$ cat src/rtl/mem_port_sched_if.sv
// Bundle between the CPU/RAM side and the memory port scheduler.
// master = CPU + RAM environment, slave = scheduler.
interface mem_port_sched_if #(
  parameter int AW = 14,
  parameter int DW = 10
);
  logic          cpu_read1;
  logic          cpu_read2;
  logic          cpu_read3;
  logic          cpu_read4;
  logic [AW-1:0] cpu_addr1;
  logic [AW-1:0] cpu_addr2;
  logic [AW-1:0] cpu_addr3;
  logic [AW-1:0] cpu_addr4;
  logic [DW-1:0] cpu_rdata1;
  logic [DW-1:0] cpu_rdata2;
  logic [DW-1:0] cpu_rdata3;
  logic [DW-1:0] cpu_rdata4;
  logic          cpu_write;
  logic [AW-1:0] cpu_waddr;
  logic [DW-1:0] cpu_wdata;
  logic          stall;
  logic          mem_en;
  logic          mem_we;
  logic [AW-1:0] mem_addr;
  logic [DW-1:0] mem_wdata;
  logic [DW-1:0] mem_rdata;

  modport master (
    output cpu_read1, cpu_read2, cpu_read3, cpu_read4,
    output cpu_addr1, cpu_addr2, cpu_addr3, cpu_addr4,
    output cpu_write, cpu_waddr, cpu_wdata,
    output mem_rdata,
    input  cpu_rdata1, cpu_rdata2, cpu_rdata3, cpu_rdata4,
    input  stall, mem_en, mem_we, mem_addr, mem_wdata
  );

  modport slave (
    input  cpu_read1, cpu_read2, cpu_read3, cpu_read4,
    input  cpu_addr1, cpu_addr2, cpu_addr3, cpu_addr4,
    input  cpu_write, cpu_waddr, cpu_wdata,
    input  mem_rdata,
    output cpu_rdata1, cpu_rdata2, cpu_rdata3, cpu_rdata4,
    output stall, mem_en, mem_we, mem_addr, mem_wdata
  );
endinterface

$ cat src/rtl/mem_port_sched.sv
// Serialises four CPU read ports and one write port onto a
// single-port synchronous RAM, stalling the CPU until done.
module mem_port_sched #(
  parameter int AW = 14,
  parameter int DW = 10,
  parameter int CW = 16
) (
  input  logic          clk,
  input  logic          rst,
  mem_port_sched_if.slave bus,
  output logic [CW-1:0] stall_cnt
);

  localparam logic [1:0] IDLE  = 2'd0;
  localparam logic [1:0] ISSUE = 2'd1;
  localparam logic [1:0] DRAIN = 2'd2;
  localparam logic [1:0] DONE  = 2'd3;

  logic [1:0]    state;
  logic [4:0]    pend;
  logic [4:0]    req;
  logic [4:0]    gnt;
  logic [4:0]    pend_nxt;
  logic [1:0]    gsel;
  logic          any_req;
  logic [AW-1:0] addr_q [4];
  logic [AW-1:0] waddr_q;
  logic [DW-1:0] wdata_q;
  logic [DW-1:0] rdata_q [4];
  logic          rd_vld;
  logic [1:0]    rd_sel;
  logic          stall_w;
  logic          en_w;
  logic          we_w;
  logic [AW-1:0] addr_w;
  logic [DW-1:0] wdata_w;

  always_comb begin
    req = {bus.cpu_write, bus.cpu_read4, bus.cpu_read3,
           bus.cpu_read2, bus.cpu_read1};
    any_req = |req;
    // lowest pending bit wins: read1..read4, then write
    gnt = pend & (~pend + 5'd1);
    pend_nxt = pend & ~gnt;
    gsel = 2'd0;
    unique case (1'b1)
      gnt[1]:  gsel = 2'd1;
      gnt[2]:  gsel = 2'd2;
      gnt[3]:  gsel = 2'd3;
      default: gsel = 2'd0;
    endcase
  end

  always_comb begin
    stall_w = 1'b0;
    en_w    = 1'b0;
    we_w    = 1'b0;
    addr_w  = '0;
    wdata_w = '0;
    if (!rst) begin
      unique case (state)
        IDLE:  stall_w = any_req;
        ISSUE: begin
          stall_w = 1'b1;
          en_w    = |pend;
          if (gnt[4]) begin
            we_w    = 1'b1;
            addr_w  = waddr_q;
            wdata_w = wdata_q;
          end else if (|pend) begin
            addr_w  = addr_q[gsel];
          end
        end
        DRAIN: stall_w = 1'b1;
        default: ;
      endcase
    end
  end

  assign bus.stall      = stall_w;
  assign bus.mem_en     = en_w;
  assign bus.mem_we     = we_w;
  assign bus.mem_addr   = addr_w;
  assign bus.mem_wdata  = wdata_w;
  assign bus.cpu_rdata1 = rdata_q[0];
  assign bus.cpu_rdata2 = rdata_q[1];
  assign bus.cpu_rdata3 = rdata_q[2];
  assign bus.cpu_rdata4 = rdata_q[3];

  always_ff @(posedge clk) begin
    if (rst) begin
      state     <= IDLE;
      pend      <= '0;
      rd_vld    <= 1'b0;
      rd_sel    <= '0;
      stall_cnt <= '0;
      for (int i = 0; i < 4; i++) rdata_q[i] <= '0;
    end else begin
      rd_vld <= 1'b0;
      if (stall_w && !(&stall_cnt))
        stall_cnt <= stall_cnt + CW'(1);
      // read issued last cycle: RAM data is on mem_rdata now
      if (rd_vld)
        rdata_q[rd_sel] <= bus.mem_rdata;
      unique case (state)
        IDLE: begin
          if (any_req) begin
            pend      <= req;
            addr_q[0] <= bus.cpu_addr1;
            addr_q[1] <= bus.cpu_addr2;
            addr_q[2] <= bus.cpu_addr3;
            addr_q[3] <= bus.cpu_addr4;
            waddr_q   <= bus.cpu_waddr;
            wdata_q   <= bus.cpu_wdata;
            state     <= ISSUE;
          end
        end
        ISSUE: begin
          pend   <= pend_nxt;
          rd_vld <= |gnt[3:0];
          rd_sel <= gsel;
          if (pend_nxt == '0)
            state <= DRAIN;
        end
        DRAIN:   state <= DONE;
        default: state <= IDLE;
      endcase
    end
  end

endmodule

$ cat src/flat_wrapper.sv
// flat-port wrapper written by rule: the top's interface ports become plain ports
module mem_port_sched_flat 
#(
  parameter int AW = 14,
  parameter int DW = 10,
  parameter int CW = 16
)
  (clk, rst, stall_cnt, bus_cpu_read1, bus_cpu_read2, bus_cpu_read3, bus_cpu_read4, bus_cpu_addr1, bus_cpu_addr2, bus_cpu_addr3, bus_cpu_addr4, bus_cpu_write, bus_cpu_waddr, bus_cpu_wdata, bus_mem_rdata, bus_cpu_rdata1, bus_cpu_rdata2, bus_cpu_rdata3, bus_cpu_rdata4, bus_stall, bus_mem_en, bus_mem_we, bus_mem_addr, bus_mem_wdata);
  mem_port_sched_if #(.AW(AW), .DW(DW)) bus_i ();
  input  logic clk;
  input  logic rst;
  output logic [CW-1:0] stall_cnt;
  input wire logic [$bits(bus_i.cpu_read1)-1:0] bus_cpu_read1;
  input wire logic [$bits(bus_i.cpu_read2)-1:0] bus_cpu_read2;
  input wire logic [$bits(bus_i.cpu_read3)-1:0] bus_cpu_read3;
  input wire logic [$bits(bus_i.cpu_read4)-1:0] bus_cpu_read4;
  input wire logic [$bits(bus_i.cpu_addr1)-1:0] bus_cpu_addr1;
  input wire logic [$bits(bus_i.cpu_addr2)-1:0] bus_cpu_addr2;
  input wire logic [$bits(bus_i.cpu_addr3)-1:0] bus_cpu_addr3;
  input wire logic [$bits(bus_i.cpu_addr4)-1:0] bus_cpu_addr4;
  input wire logic [$bits(bus_i.cpu_write)-1:0] bus_cpu_write;
  input wire logic [$bits(bus_i.cpu_waddr)-1:0] bus_cpu_waddr;
  input wire logic [$bits(bus_i.cpu_wdata)-1:0] bus_cpu_wdata;
  input wire logic [$bits(bus_i.mem_rdata)-1:0] bus_mem_rdata;
  output wire logic [$bits(bus_i.cpu_rdata1)-1:0] bus_cpu_rdata1;
  output wire logic [$bits(bus_i.cpu_rdata2)-1:0] bus_cpu_rdata2;
  output wire logic [$bits(bus_i.cpu_rdata3)-1:0] bus_cpu_rdata3;
  output wire logic [$bits(bus_i.cpu_rdata4)-1:0] bus_cpu_rdata4;
  output wire logic [$bits(bus_i.stall)-1:0] bus_stall;
  output wire logic [$bits(bus_i.mem_en)-1:0] bus_mem_en;
  output wire logic [$bits(bus_i.mem_we)-1:0] bus_mem_we;
  output wire logic [$bits(bus_i.mem_addr)-1:0] bus_mem_addr;
  output wire logic [$bits(bus_i.mem_wdata)-1:0] bus_mem_wdata;
  assign bus_i.cpu_read1 = bus_cpu_read1;
  assign bus_i.cpu_read2 = bus_cpu_read2;
  assign bus_i.cpu_read3 = bus_cpu_read3;
  assign bus_i.cpu_read4 = bus_cpu_read4;
  assign bus_i.cpu_addr1 = bus_cpu_addr1;
  assign bus_i.cpu_addr2 = bus_cpu_addr2;
  assign bus_i.cpu_addr3 = bus_cpu_addr3;
  assign bus_i.cpu_addr4 = bus_cpu_addr4;
  assign bus_i.cpu_write = bus_cpu_write;
  assign bus_i.cpu_waddr = bus_cpu_waddr;
  assign bus_i.cpu_wdata = bus_cpu_wdata;
  assign bus_i.mem_rdata = bus_mem_rdata;
  assign bus_cpu_rdata1 = bus_i.cpu_rdata1;
  assign bus_cpu_rdata2 = bus_i.cpu_rdata2;
  assign bus_cpu_rdata3 = bus_i.cpu_rdata3;
  assign bus_cpu_rdata4 = bus_i.cpu_rdata4;
  assign bus_stall = bus_i.stall;
  assign bus_mem_en = bus_i.mem_en;
  assign bus_mem_we = bus_i.mem_we;
  assign bus_mem_addr = bus_i.mem_addr;
  assign bus_mem_wdata = bus_i.mem_wdata;
  mem_port_sched #(.AW(AW), .DW(DW), .CW(CW)) u_core (.clk(clk), .rst(rst), .bus(bus_i), .stall_cnt(stall_cnt));
endmodule
$ cat config.mk
export PLATFORM = sky130hd
export DESIGN_NAME = mem_port_sched_flat
export DESIGN_NICKNAME = d
export VERILOG_FILES = /design/src/rtl/mem_port_sched_if.sv /design/src/rtl/mem_port_sched.sv /design/src/flat_wrapper.sv
export SDC_FILE = /design/constraint.sdc
export NUM_CORES = 1
export LEC_CHECK = 0
export CORE_ASPECT_RATIO = 1.75
export CORE_MARGIN = 2
export CORE_UTILIZATION = 43
export CTS_BUF_LIST = sky130_fd_sc_hd__clkbuf_16
export DETAILED_ROUTE_END_ITERATION = 10
export GPL_TIMING_DRIVEN = 0
export HOLD_SLACK_MARGIN = 0.08
export MAX_ROUTING_LAYER = met4
export PLACE_DENSITY = 0.88
export SYNTH_ARGS = -nofsm -noshare
export SYNTH_HDL_FRONTEND = slang
export SYNTH_SLANG_ARGS = --single-unit
$ cat constraint.sdc
create_clock -name clk -period 2.9 [get_ports clk]
set_input_delay 0.58 -clock clk [delete_from_list [all_inputs] [get_ports clk]]
set_output_delay 0.58 -clock clk [all_outputs]
set_load 0.02 [all_outputs]
==> results of run 1 <==
## synthesized netlist by cell type (2+ instances only)
cell type | instances | share of area, %
sky130_fd_sc_hd__o22ai_1 | 14 | 1.5
sky130_fd_sc_hd__buf_1 | 3 | 0.19
sky130_fd_sc_hd__o311ai_1 | 4 | 0.58
sky130_fd_sc_hd__buf_2 | 5 | 0.42
sky130_fd_sc_hd__nor2b_1 | 6 | 0.62
sky130_fd_sc_hd__a21o_1 | 15 | 1.9
sky130_fd_sc_hd__o21ai_0 | 3 | 0.25
sky130_fd_sc_hd__edfxtp_1 | 120 | 60
sky130_fd_sc_hd__ha_1 | 5 | 1.0
sky130_fd_sc_hd__or4_1 | 7 | 0.87
sky130_fd_sc_hd__dfxtp_1 | 26 | 8.6
sky130_fd_sc_hd__nor2_1 | 19 | 1.2
sky130_fd_sc_hd__nor3_2 | 2 | 0.33
sky130_fd_sc_hd__o41ai_1 | 2 | 0.29
sky130_fd_sc_hd__nor3_1 | 7 | 0.58
sky130_fd_sc_hd__mux2i_1 | 34 | 5.6
sky130_fd_sc_hd__buf_6 | 3 | 0.56
sky130_fd_sc_hd__and4_4 | 2 | 0.37
sky130_fd_sc_hd__a21oi_1 | 14 | 1.2
sky130_fd_sc_hd__o31ai_1 | 6 | 0.75
sky130_fd_sc_hd__or2_2 | 4 | 0.42
sky130_fd_sc_hd__clkbuf_1 | 11 | 0.69
sky130_fd_sc_hd__and3_1 | 5 | 0.52
sky130_fd_sc_hd__inv_1 | 5 | 0.31
sky130_fd_sc_hd__nand3_1 | 9 | 0.75
sky130_fd_sc_hd__mux2_4 | 3 | 0.75
sky130_fd_sc_hd__o21ai_1 | 2 | 0.17
sky130_fd_sc_hd__nand2_1 | 19 | 1.2
sky130_fd_sc_hd__and2_1 | 51 | 5.3
## sequential cells by signal (all words and copies together) (netlist names)
register / count
u_core.addr_q: 56
u_core.pend: 5
u_core.stall_cnt: 16
u_core.rd_vld: 1
u_core.waddr_q: 14
u_core.rd_sel: 2
u_core.state: 2
u_core.wdata_q: 10
u_core.rdata_q: 40
## cells by family (layout without fill, tap and decap cells)
group | count (synthesis) | after routing | share of synthesized area [%]
simple gates | 142 | 142 | 13.8
mux | 38 | 38 | 6.58
compound gates | 68 | 68 | 7.64
buf+inv | 29 | 244 | 2.35
fa+ha+maj | 6 | 6 | 1.20
flops | 146 | 146 | 68.4
## area by class of cell
type	count	area [um^2]
fillers	1014	5020
flip-flops and latches	146	4130
multi-input cells	254	1820
repair buffers	184	1810
clock buffers	17	425
well taps	177	221
plain buffers	22	176
clock inverters	15	136
inverters	6	22.5
## placed cells by master (no fill, tap or decap), types with 14 or more instances in the layout
cell and count:
sky130_fd_sc_hd__a21o_1 15, sky130_fd_sc_hd__nor2_1 18, sky130_fd_sc_hd__edfxtp_1 120, sky130_fd_sc_hd__dfxtp_1 24, sky130_fd_sc_hd__clkbuf_16 17, sky130_fd_sc_hd__nand2_1 18
sky130_fd_sc_hd__and2_1 51, sky130_fd_sc_hd__clkdlybuf4s50_1 152, sky130_fd_sc_hd__mux2i_1 32, sky130_fd_sc_hd__a21oi_1 14
## repair_timing
action / 4_1_cts / 5_1_grt
pin swaps: 3 / 2
gates resized for setup: 70 / 28
setup endpoints to repair: 26 / 25
hold endpoints to repair: 0 / 0
buffers inserted: 3 / 1
## critical path, delay by kind of cell (launching register included)
kind                     cells  cell delay [ns]
buffers and inverters        4             0.67
adder cells (fa/ha/maj)      1             0.36
flip-flops                   1             0.39
AND/OR/NAND/NOR              2             0.27
AO/OA/AOI/OAI                1             0.09
## power breakdown
part | switching [mW] | internal (mW)
clock | 0.938 | 1.14
combinational | 0.914 | 0.754
sequential | 0.146 | 2.67
## final timing paths
path	from	end	slack (ns)	depth (start not counted)
worst max-delay path	u_core.state[1]	bus_stall	0.12	8
worst min-delay path	u_core.stall_cnt[10]	u_core.stall_cnt[10]	0.50	2
worst max register to register	u_core.state[0]	u_core.wdata_q[4]	0.39	4
worst min register to register	u_core.stall_cnt[10]	u_core.stall_cnt[10]	0.50	2
## layer usage
layer  GRT usage, %  up-vias
li1               -     2010
met1           20.0     2016
met2           35.8      188
met3           4.17       29
met4           9.16        0
met5              -        -
==> results_tabular.tex, run 1 <==
\begin{tabular}{lr}
\hline
Metric & Value \\
\hline
\multicolumn{2}{l}{\textbf{Timing}} \\
Fmax & 359 MHz \\
Post-route minimum period & 2.78 ns \\
Relative slew margins & 17.6\% \\
Max Slew Vio Count & 0 \\
\# setup viols final & 0 \\
Final total negative setup slack & 0 ns \\
Worst-case setup margin in the final layout & 0.116 ns \\
Final setup skew & 0.00840 ns \\
Portion of the clock cycle consumed by the worst path in the final layout & 96.0\% \\
Smallest hold slack & 0.504 ns \\
Transition at the pin with the smallest max-transition slack & 1.24 ns \\
Hold violation count in the final report & 0 \\
\multicolumn{2}{l}{\textbf{Drt}} \\
Vias per cell & 5.17 \\
Met3 Routed Length & 769 um \\
Sum of met2 wire segment lengths after detailed routing & 7960 um \\
DRC errors left & 0 \\
Number of iterations in the first detailed-routing pass & 5 \\
WL/cell & 17.2 um \\
Starting DRT DRC Count & 205 \\
WL met1 & 5000 um \\
Number of vias after detailed routing & 4243 \\
Aggregate routed wire length & 14100 um \\
Highest routed layer & met4 \\
Post-detailed-route count of antenna-violating nets & 0 \\
\multicolumn{2}{l}{\textbf{CTS}} \\
Root buffer cell & sky130\_fd\_sc\_hd\_\_clkbuf\_16 \\
Clock latency of the later-clocked register in the worst-skew pair & 0.42 ns \\
Cts bufs inserted & 17 \\
Max H-tree Level & 4 \\
Maximum count of clock buffers along a single path & 2 \\
Clock-pin slew on the worst setup and hold paths & 0.06 ns \\
Post-CTS Hold Buffers & 0 \\
TritonCTS clock tree & done \\
Clock net sink count & 146 \\
\multicolumn{2}{l}{\textbf{Placed design}} \\
Detail Placement HPWL & 10500 um \\
Number of port buffers & 179 \\
Post-place setup slack & -0.932 ns \\
Placement-stage cell area & 8060 um\^{}2 \\
Gp weighted congestion & 0.849 \\
Placed insts & 786 \\
\multicolumn{2}{l}{\textbf{Global routing}} \\
Vias in the first global route & 4616 \\
Global-route wire length before repair & 22100 um \\
All-layer global routing usage & 19.8\% \\
Global route overflow & 0 \\
Initial antenna violation count & 0 \\
Maximum number of pins on one net before global-route repair & 39 \\
\multicolumn{2}{l}{\textbf{Critical path}} \\
Required time of the critical path & 2.32 ns \\
Critical path, cell by cell & inv\_1, ha\_1, nor2\_1, nor3\_2, o21ai\_4, buf\_4, inv\_2, clkdlybuf4s15\_1 \\
Cell type of the slowest stage on the worst timing path & sky130\_fd\_sc\_hd\_\_dfxtp\_1 \\
Endpoint kind of the worst setup timing path & primary output \\
Startpoint Class & flip-flop \\
CP peak stage delay & 0.39 ns \\
Critical Path Fanout Max & 10 \\
Data arrival, critical path & 2.20 ns \\
Startpoint-to-endpoint class of the critical path & flip-flop to primary output \\
\multicolumn{2}{l}{\textbf{Layout}} \\
Ratio of cells with drive above 1 in the final layout & 14.9\% \\
Post-synthesis to final-layout area growth & 45.1\% \\
Share of the core filled with cells in the final layout & 63.5\% \\
Total number of nets in the final design & 733 \\
Number of diodes added for antenna fixing & 0 \\
Post-route cell area & 8740 um\^{}2 \\
Count of placed standard cells in the final layout, fillers left out & 821 \\
\multicolumn{2}{l}{\textbf{Floorplanning}} \\
Io pins & 180 \\
Floorplan core area & 13800 um\^{}2 \\
Die footprint & 15000 um\^{}2 \\
Overall die height & 161 um \\
Effective utilization at floorplan & 43.8\% \\
Standard-cell rows & 57 \\
Horiz. Die Dim & 93.5 um \\
\multicolumn{2}{l}{\textbf{Power}} \\
Overall power & 6.56 mW \\
Leak & 3.43 nW \\
Power Density & 750 nW/um\^{}2 \\
IR drop worst, VDD & 517 uV \\
\multicolumn{2}{l}{\textbf{Job}} \\
Reported max-cap violation count & 0 \\
\multicolumn{2}{l}{\textbf{Yosys}} \\
Yosys synthesis warning count & 0 \\
Most used DFF post-synth & sky130\_fd\_sc\_hd\_\_edfxtp\_1 \\
Yosys cell types & 52 \\
FF+latch count, synth & 146 \\
Average cell area after synthesis & 14.0 um\^{}2 \\
Synthesized Nets & 531 \\
EDFF count, synth & 120 \\
Netlist area before placement & 6030 um\^{}2 \\
Post-Syn Instances & 429 \\
Share of synthesized flip-flops with an asynchronous set or reset & 0\% \\
Post-synthesis sequential area ratio & 68.4\% \\
\multicolumn{2}{l}{\textbf{Min path}} \\
Hold WC Path Type & flip-flop to flip-flop \\
\multicolumn{2}{l}{\textbf{Run status}} \\
Result of the run & completed \\
\hline
\end{tabular}
Power figures use the tool's default switching activity.
==> run 2: changes to the inputs <==
--- a/config.mk
+++ b/config.mk
@@ -5,15 +5,17 @@
 export SDC_FILE = /design/constraint.sdc
 export NUM_CORES = 1
 export LEC_CHECK = 0
+export CELL_PAD_IN_SITES_DETAIL_PLACEMENT = 0
+export CELL_PAD_IN_SITES_GLOBAL_PLACEMENT = 2
 export CORE_ASPECT_RATIO = 1.75
 export CORE_MARGIN = 2
-export CORE_UTILIZATION = 43
+export CORE_UTILIZATION = 28
 export CTS_BUF_LIST = sky130_fd_sc_hd__clkbuf_16
 export DETAILED_ROUTE_END_ITERATION = 10
 export GPL_TIMING_DRIVEN = 0
 export HOLD_SLACK_MARGIN = 0.08
 export MAX_ROUTING_LAYER = met4
-export PLACE_DENSITY = 0.88
+export PLACE_DENSITY = 0.87
 export SYNTH_ARGS = -nofsm -noshare
 export SYNTH_HDL_FRONTEND = slang
 export SYNTH_SLANG_ARGS = --single-unit
==> run 2 against run 1 <==
Against the previous run: die area grew 52%; maximum frequency grew 0.61%; core utilization shrank 22 points; sequential share of layout area shrank 0.32 points; setup slack gained 0.017 ns; largest cell class unchanged.
==> results_tabular.tex, run 2 (synthesis gave the netlist of run 1 again) <==
\begin{tabular}{lr}
\hline
Metric & Value \\
\hline
\multicolumn{2}{l}{\textbf{Power}} \\
Overall power & 6.59 mW (+0.48\%) \\
Leak & 3.43 nW (about the same) \\
Power Density & 749 nW/um\^{}2 (-0.16\%) \\
IR drop worst, VDD & 376 uV (-27\%) \\
\multicolumn{2}{l}{\textbf{Timing}} \\
Max Slew Vio Count & 0 (unchanged) \\
Worst-case setup margin in the final layout & 0.132 ns (+0.0169 ns) \\
Fmax & 361 MHz (+0.61\%) \\
Portion of the clock cycle consumed by the worst path in the final layout & 95.4\% (-0.58 points) \\
Relative slew margins & 12.4\% (-5.1 points) \\
Final setup skew & 0.0101 ns (+0.00166 ns) \\
Post-route minimum period & 2.77 ns (-0.0169 ns) \\
\# setup viols final & 0 (unchanged) \\
Smallest hold slack & 0.515 ns (+0.0109 ns) \\
Setup repair after global routing missed its margin & no \\
Transition at the pin with the smallest max-transition slack & 1.31 ns (+0.0771 ns) \\
Hold violation count in the final report & 0 (unchanged) \\
\multicolumn{2}{l}{\textbf{Critical path}} \\
Required time of the critical path & 2.32 ns (about the same) \\
Cell type of the slowest stage on the worst timing path & sky130\_fd\_sc\_hd\_\_dfxtp\_1 \\
Startpoint Class & flip-flop \\
CP peak stage delay & 0.34 ns (-0.05 ns) \\
Data arrival, critical path & 2.19 ns (about the same) \\
Dominant delay contributor by cell family on the critical path & buffers and inverters \\
Critical path, cell by cell & inv\_1, ha\_2, nor2b\_4, nand2\_2, clkbuf\_8, o22ai\_1, a21o\_1, clkdlybuf4s15\_1 \\
Critical Path Fanout Max & 10 (unchanged) \\
Startpoint-to-endpoint class of the critical path & flip-flop to primary output \\
Endpoint kind of the worst setup timing path & primary output \\
Number of buffers and inverters on the critical path & 3 (-1) \\
\multicolumn{2}{l}{\textbf{Job}} \\
Reported max-cap violation count & 0 (unchanged) \\
\multicolumn{2}{l}{\textbf{Min path}} \\
Hold WC Path Type & flip-flop to flip-flop \\
\multicolumn{2}{l}{\textbf{Global routing}} \\
Global route overflow & 0 (unchanged) \\
All-layer global routing usage & 13.8\% (-6.0 points) \\
Global-route wire length before repair & 23300 um (+5.4\%) \\
Vias in the first global route & 4508 (-2.3\%) \\
Initial antenna violation count & 1 (+1) \\
Maximum number of pins on one net before global-route repair & 33 (-15\%) \\
\multicolumn{2}{l}{\textbf{CTS}} \\
Post-CTS Hold Buffers & 0 (unchanged) \\
TritonCTS clock tree & done \\
Cts bufs inserted & 17 (unchanged) \\
Max H-tree Level & 4 (unchanged) \\
Clock latency of the later-clocked register in the worst-skew pair & 0.41 ns (about the same) \\
Maximum count of clock buffers along a single path & 2 (unchanged) \\
Root buffer cell & sky130\_fd\_sc\_hd\_\_clkbuf\_16 \\
Clock net sink count & 146 (unchanged) \\
Clock-pin slew on the worst setup and hold paths & 0.06 ns (about the same) \\
\multicolumn{2}{l}{\textbf{Run status}} \\
Result of the run & completed \\
\multicolumn{2}{l}{\textbf{Floorplanning}} \\
Io pins & 180 (unchanged) \\
Floorplan core area & 21300 um\^{}2 (+55\%) \\
Overall die height & 198 um (+23\%) \\
Horiz. Die Dim & 115 um (+23\%) \\
Effective utilization at floorplan & 28.3\% (-16 points) \\
Standard-cell rows & 71 (+25\%) \\
Die footprint & 22800 um\^{}2 (+52\%) \\
\multicolumn{2}{l}{\textbf{Placed design}} \\
Placed insts & 864 (+9.9\%) \\
Gp weighted congestion & 0.798 (-6.0\%) \\
Post-place setup slack & -0.951 ns (-0.0187 ns) \\
Detail Placement HPWL & 11300 um (+7.3\%) \\
Number of port buffers & 179 (unchanged) \\
\multicolumn{2}{l}{\textbf{Layout}} \\
Leading cell type in the layout, fill and taps excluded & sky130\_fd\_sc\_hd\_\_clkdlybuf4s50\_1 \\
Largest registers ranked by flip-flop count & u\_core.addr\_q (56), u\_core.rdata\_q (40), u\_core.stall\_cnt (16) \\
Largest Register & u\_core.addr\_q \\
Total number of nets in the final design & 733 (unchanged) \\
Flip-flop count of the largest register, all copies and words added & 56 (unchanged) \\
Post-synthesis to final-layout area growth & 46.1\% \\
Count of placed standard cells in the final layout, fillers left out & 898 (+9.4\%) \\
Leading cell types in the layout, fill and taps excluded & sky130\_fd\_sc\_hd\_\_clkdlybuf4s50\_1 (152), sky130\_fd\_sc\_hd\_\_edfxtp\_1 (120), sky130\_fd\_sc\_hd\_\_and2\_1 (51) \\
Ratio of cells with drive above 1 in the final layout & 13.6\% (-1.4 points) \\
\multicolumn{2}{l}{\textbf{Drt}} \\
Sum of met2 wire segment lengths after detailed routing & 8690 um (+9.2\%) \\
Met3 Routed Length & 751 um (-2.3\%) \\
Aggregate routed wire length & 15200 um (+7.6\%) \\
Highest routed layer & met4 \\
Post-detailed-route count of antenna-violating nets & 0 (unchanged) \\
WL/cell & 16.9 um (-1.7\%) \\
Starting DRT DRC Count & 185 (-9.8\%) \\
DRC errors left & 0 (unchanged) \\
Number of iterations in the first detailed-routing pass & 4 (-1) \\
WL met1 & 5470 um (+9.3\%) \\
Vias per cell & 4.64 (-10\%) \\
Number of vias after detailed routing & 4171 (-1.7\%) \\
\hline
\end{tabular}
-- run 2: worst paths after layout --
kind,from,slack [ns],cells past startpoint,end
max,u_core.state[1],0.13,8,bus_mem_addr[8]
min,u_core.state[1],0.51,2,u_core.state[1]
max reg2reg,u_core.state[0],0.29,4,u_core.waddr_q[5]
min reg2reg,u_core.state[1],0.51,2,u_core.state[1]
-- run 2: tightest hold or removal path, stage by stage, from the launching register on --
cell,delay (ns)
sky130_fd_sc_hd__dfxtp_1,0.34
sky130_fd_sc_hd__nand2_1,0.07
sky130_fd_sc_hd__a21oi_1,0.06
-- run 2: repair_timing --
item | CTS | global route
pin swaps | 2 | 0
endpoints found under the setup margin | 26 | 25
buffers inserted | 4 | 0
resized for setup | 57 | 37
-- run 2: area by class of cell --
cell class                      count  area (um^2)
Sequential cell                   146         4130
Tap cell                          255          319
Clock buffer                       17          425
Buffer                             22          168
Fill cell                        2024        12500
Timing Repair Buffer              184         1780
Antenna cell                        1         2.50
Inverter                            6         22.5
Clock inverter                     13          146
Multi-Input combinational cell    254         1810
-- run 2: layer usage --
layer	global-route usage, %	up-vias
li1	-	2009
met1	13.7	2003
met2	25.9	144
met3	2.82	15
met4	5.13	0
met5	-	-
-- run 2: metrics by stage --
step	util [%]	instance area, um^2	setup TNS [ns]
final	41.3	8800	0
after global routing	41.3	8800	0
after floorplan	-	6030	0
after CTS	41.4	8820	-0.0112
after global placement	38.2	8140	-60.65
after detailed placement	38.3	8160	-22.19
-- run 2: power breakdown --
group          total, mW  switching [mW]  internal (mW)  leakage (nW)
registers           2.81           0.136           2.67          1.38
logic               1.63           0.907          0.723          1.77
clock network       2.16           0.827           1.33         0.278
total               6.59            1.87           4.72          3.43
==> variant 1, RTL diff (settings of run 1) <==
Register the output `stall_cnt` once more, with the module's reset; this adds one clock of latency there. The other outputs are not delayed to match.
--- a/src/rtl/mem_port_sched.sv
+++ b/src/rtl/mem_port_sched.sv
@@ -16,4 +16,6 @@
   localparam logic [1:0] DRAIN = 2'd2;
   localparam logic [1:0] DONE  = 2'd3;
+
+  logic [CW-1:0] stall_cnt_s0;
 
   logic [1:0]    state;
@@ -94,10 +96,10 @@
       rd_vld    <= 1'b0;
       rd_sel    <= '0;
-      stall_cnt <= '0;
+      stall_cnt_s0 <= '0;
       for (int i = 0; i < 4; i++) rdata_q[i] <= '0;
     end else begin
       rd_vld <= 1'b0;
-      if (stall_w && !(&stall_cnt))
-        stall_cnt <= stall_cnt + CW'(1);
+      if (stall_w && !(&stall_cnt_s0))
+        stall_cnt_s0 <= stall_cnt_s0 + CW'(1);
       // read issued last cycle: RAM data is on mem_rdata now
       if (rd_vld)
@@ -129,4 +131,12 @@
   end
 
+  always_ff @(posedge clk) begin
+    if (rst) begin
+      stall_cnt <= '0;
+    end else begin
+      stall_cnt <= stall_cnt_s0;
+    end
+  end
+
 endmodule
 
Function: changed (a bounded check fails within 4 cycles, from zero or initial values and one cycle with rst high).
==> variant 1 against run 1 <==
- clock skew increased by 0.0055 ns
- setup slack got worse by 0.030 ns
- first-iteration DRC count decreased by 10%
- register-to-register slack improved by 0.16 ns
- area after synthesis increased by 4.9%
- cell area increased by 2.9%
- die area increased by 4.7%
- clock power increased by 13%
- sequential share of layout area increased by 2.2 points
- sequential cell count increased by 16
- largest cell class unchanged
- total power increased by 7.6%
- routed wire length increased by 3.3%
- combinational power decreased by 3%
==> variant 1: results (changes against run 1) <==
status:
  status: "finished clean"
detailed_routing:
  via_per_inst: 5.062  # -2.0%
  dr.pass1.iters: 4  # -1
  drtIter0Drc: 184  # -10%
  wirelength_um: 14560  # +3.3%
yosys:
  synth.area.mux_share: 0.06473  # -0.001095
  synth_area_leaders: "edfxtp_1, dfxtp_1, mux2i_1, and2_1, nor2_1"
  synthTopCellsByCount: "edfxtp_1, and2_1, dfxtp_1"
  yosys.area_share.adder: 0.01148  # -0.0005626
critical_path:
  crit_slowest_cell: "or4_4"
  slowest_delay_ns: 0.60  # +0.21 ns
  arrival_ns: 2.23  # +0.03 ns
grt:
  grt_max_degree: 35  # -10%
  grt_pass1_vias: 4431  # -4.0%
  grtUsageTotal: 0.1955  # -0.002956
pwr:
  ir_worst_vdd_mv: 0.4867  # -5.9%
  combPwrFrac: 0.230  # -0.024
clocking:
  cts_sinks: 162  # +11%
cells_and_area:
  nNonClkInverters: 11  # +5
  nets: 760  # +3.7%
  fin_cells: 851  # +3.7%
  num-nonclk-buffers: 201  # -2.4%
  syn2layout_area_growth_pct: 42.36
  area.sequential_um2: 4448  # +7.8%
  multi_input_area_share: 0.1998  # -0.008523
placed_design:
  portBuffers: 178  # -0.56%
## variant 1: cell types whose count changed in the layout (fill, tap and decap cells not counted), moves of 6 or more
cell             change
clkbuf_2            +14
clkdlybuf4s15_1      -9
dfxtp_1             +15
inv_1                +6
mux2_2               +6
nor2_1              +14
## variant 1: worst paths after layout
path	end	cells after the start	slack [ns]	start
worst max-delay path	bus_mem_addr[7]	5	0.09	u_core.pend[1]$_SDFFE_PP0P_
worst max register to register	u_core.stall_cnt_s0[11]$_SDFFE_PP0P_	9	0.55	u_core.state[0]$_SDFFE_PP0P_
worst min register to register	u_core.stall_cnt[5]$_SDFF_PP0_	2	0.48	u_core.stall_cnt_s0[5]$_SDFFE_PP0P_
worst min-delay path	u_core.stall_cnt[10]$_SDFF_PP0_	2	0.40	rst
## variant 1: what timing repair did
action / in CTS / in global routing
pin swaps: 2 / 2
hold endpoints to repair: 0 / 0
setup buffers: 4 / 0
setup endpoints to repair: 26 / 25
gates resized for setup: 67 / 37
==> variant 2, RTL diff (settings of run 1) <==
Without the edit above. `DW` is set to 10 in 3 places; all go to 8.
--- a/src/rtl/mem_port_sched_if.sv
+++ b/src/rtl/mem_port_sched_if.sv
@@ -3,5 +3,5 @@
 interface mem_port_sched_if #(
   parameter int AW = 14,
-  parameter int DW = 10
+  parameter int DW = 8
 );
   logic          cpu_read1;
--- a/src/rtl/mem_port_sched.sv
+++ b/src/rtl/mem_port_sched.sv
@@ -3,5 +3,5 @@
 module mem_port_sched #(
   parameter int AW = 14,
-  parameter int DW = 10,
+  parameter int DW = 8,
   parameter int CW = 16
 ) (
--- a/src/flat_wrapper.sv
+++ b/src/flat_wrapper.sv
@@ -3,5 +3,5 @@
 #(
   parameter int AW = 14,
-  parameter int DW = 10,
+  parameter int DW = 8,
   parameter int CW = 16
 )
Interface: changed (7 resized); port bits go from 180 to 166. The function was not compared with the original's and may differ.
==> variant 2 against run 1 <==
- register-to-register slack got worse by 0.03 ns
- setup slack got worse by 0.015 ns
- combinational power fell by 3%
- non-clock buffer count fell by 16
- cell count fell by 5.2%
- cell area fell by 6.5%
- sequential cell count fell by 10
- area after synthesis fell by 7.0%
- total power fell by 3.9%
- via count fell by 4.1%
- sequential power fell by 7%
- routed wire length fell by 1.6%
- utilization rose by 0.34 points
- largest power group unchanged
- highest routed layer unchanged
==> variant 2: results (changes against run 1) <==
grt:
  met1_usage: 0.1898  # -0.01030
  use_met3: 0.04068  # -0.001067
  grt_pass1_wl_um: 21100  # -4.6%
  grt_max_degree: 49  # +26%
detailed_routing:
  wl_met1_um: 4748  # -5.1%
  dr_wl_met2_um: 7814  # -1.8%
  wirelength_um: 13870  # -1.6%
cells_and_area:
  multi_input_cells: 243  # -4.3%
  num-nonclk-buffers: 190  # -7.8%
  area.sequential_um2: 3825  # -7.3%
  drive_gt1_frac: 0.1466  # -0.002446
  reg_top3: "u_core.addr_q: 56 flops, u_core.rdata_q: 32 flops, u_core.stall_cnt: 16 flops"
  fin_cells: 778  # -5.2%
yosys:
  synth.area.mux_share: 0.06854  # +0.002720
  avgSynthCellArea_um2: 13.84  # -1.5%
  synth_area_leaders: "edfxtp_1, dfxtp_1, mux2i_1, and2_1, a21o_1"
  synth_nets: 503  # -5.3%
placed_design:
  postPlaceCellArea_um2: 7491  # -7.1%
  portBuffers: 165  # -7.8%
  post-place-ws_ns: -0.8291  # +0.1028 ns
  dp_cells: 742  # -5.6%
  gp_congestion: 0.8776  # +3.4%
pwr:
  ir_worst_vdd_mv: 0.4812  # -7.0%
  p_leak_nw: 3.221  # -6.1%
  power.density_nw_per_um2: 771.1  # +2.8%
status:
  status: "finished clean"
sta:
  whs_ns: 0.5176  # +0.01389 ns
  fmax_ghz: 0.3572  # -0.53%
  skew_ns: 0.007986  # -0.0004151 ns
critical_path:
  slowest_delay_ns: 0.35  # -0.04 ns
variant 2: changes by cell type after synthesis, sizes merged:
cell	run 1	this run
nor2	19	18
a21oi	14	15
o311ai	4	3
buf	12	9
mux2	4	3
and2	53	43
mux2i	34	35
edfxtp	120	110
nor2b	6	5
o31ai	6	7
variant 2: critical path, delay by kind of cell (launching register included):
family | cells | cell delay, ns
flip-flops | 1 | 0.35
adder cells (fa/ha/maj) | 1 | 0.21
AND/OR/NAND/NOR | 4 | 0.64
buffers and inverters | 3 | 0.59
variant 2: repair_timing:
action | 4_1_cts | 5_1_grt
endpoints found under the setup margin | 24 | 21
pin swaps | 2 | 1
hold buffers | 0 | 0
gates resized for setup | 73 | 23
setup buffers | 4 | 1
variant 2: power by group:
part	internal [mW]	leakage (nW)	switching, mW
clock	1.19	0.262	0.861
sequential	2.49	1.28	0.138
combinational	0.725	1.68	0.892
total	4.41	3.22	1.89
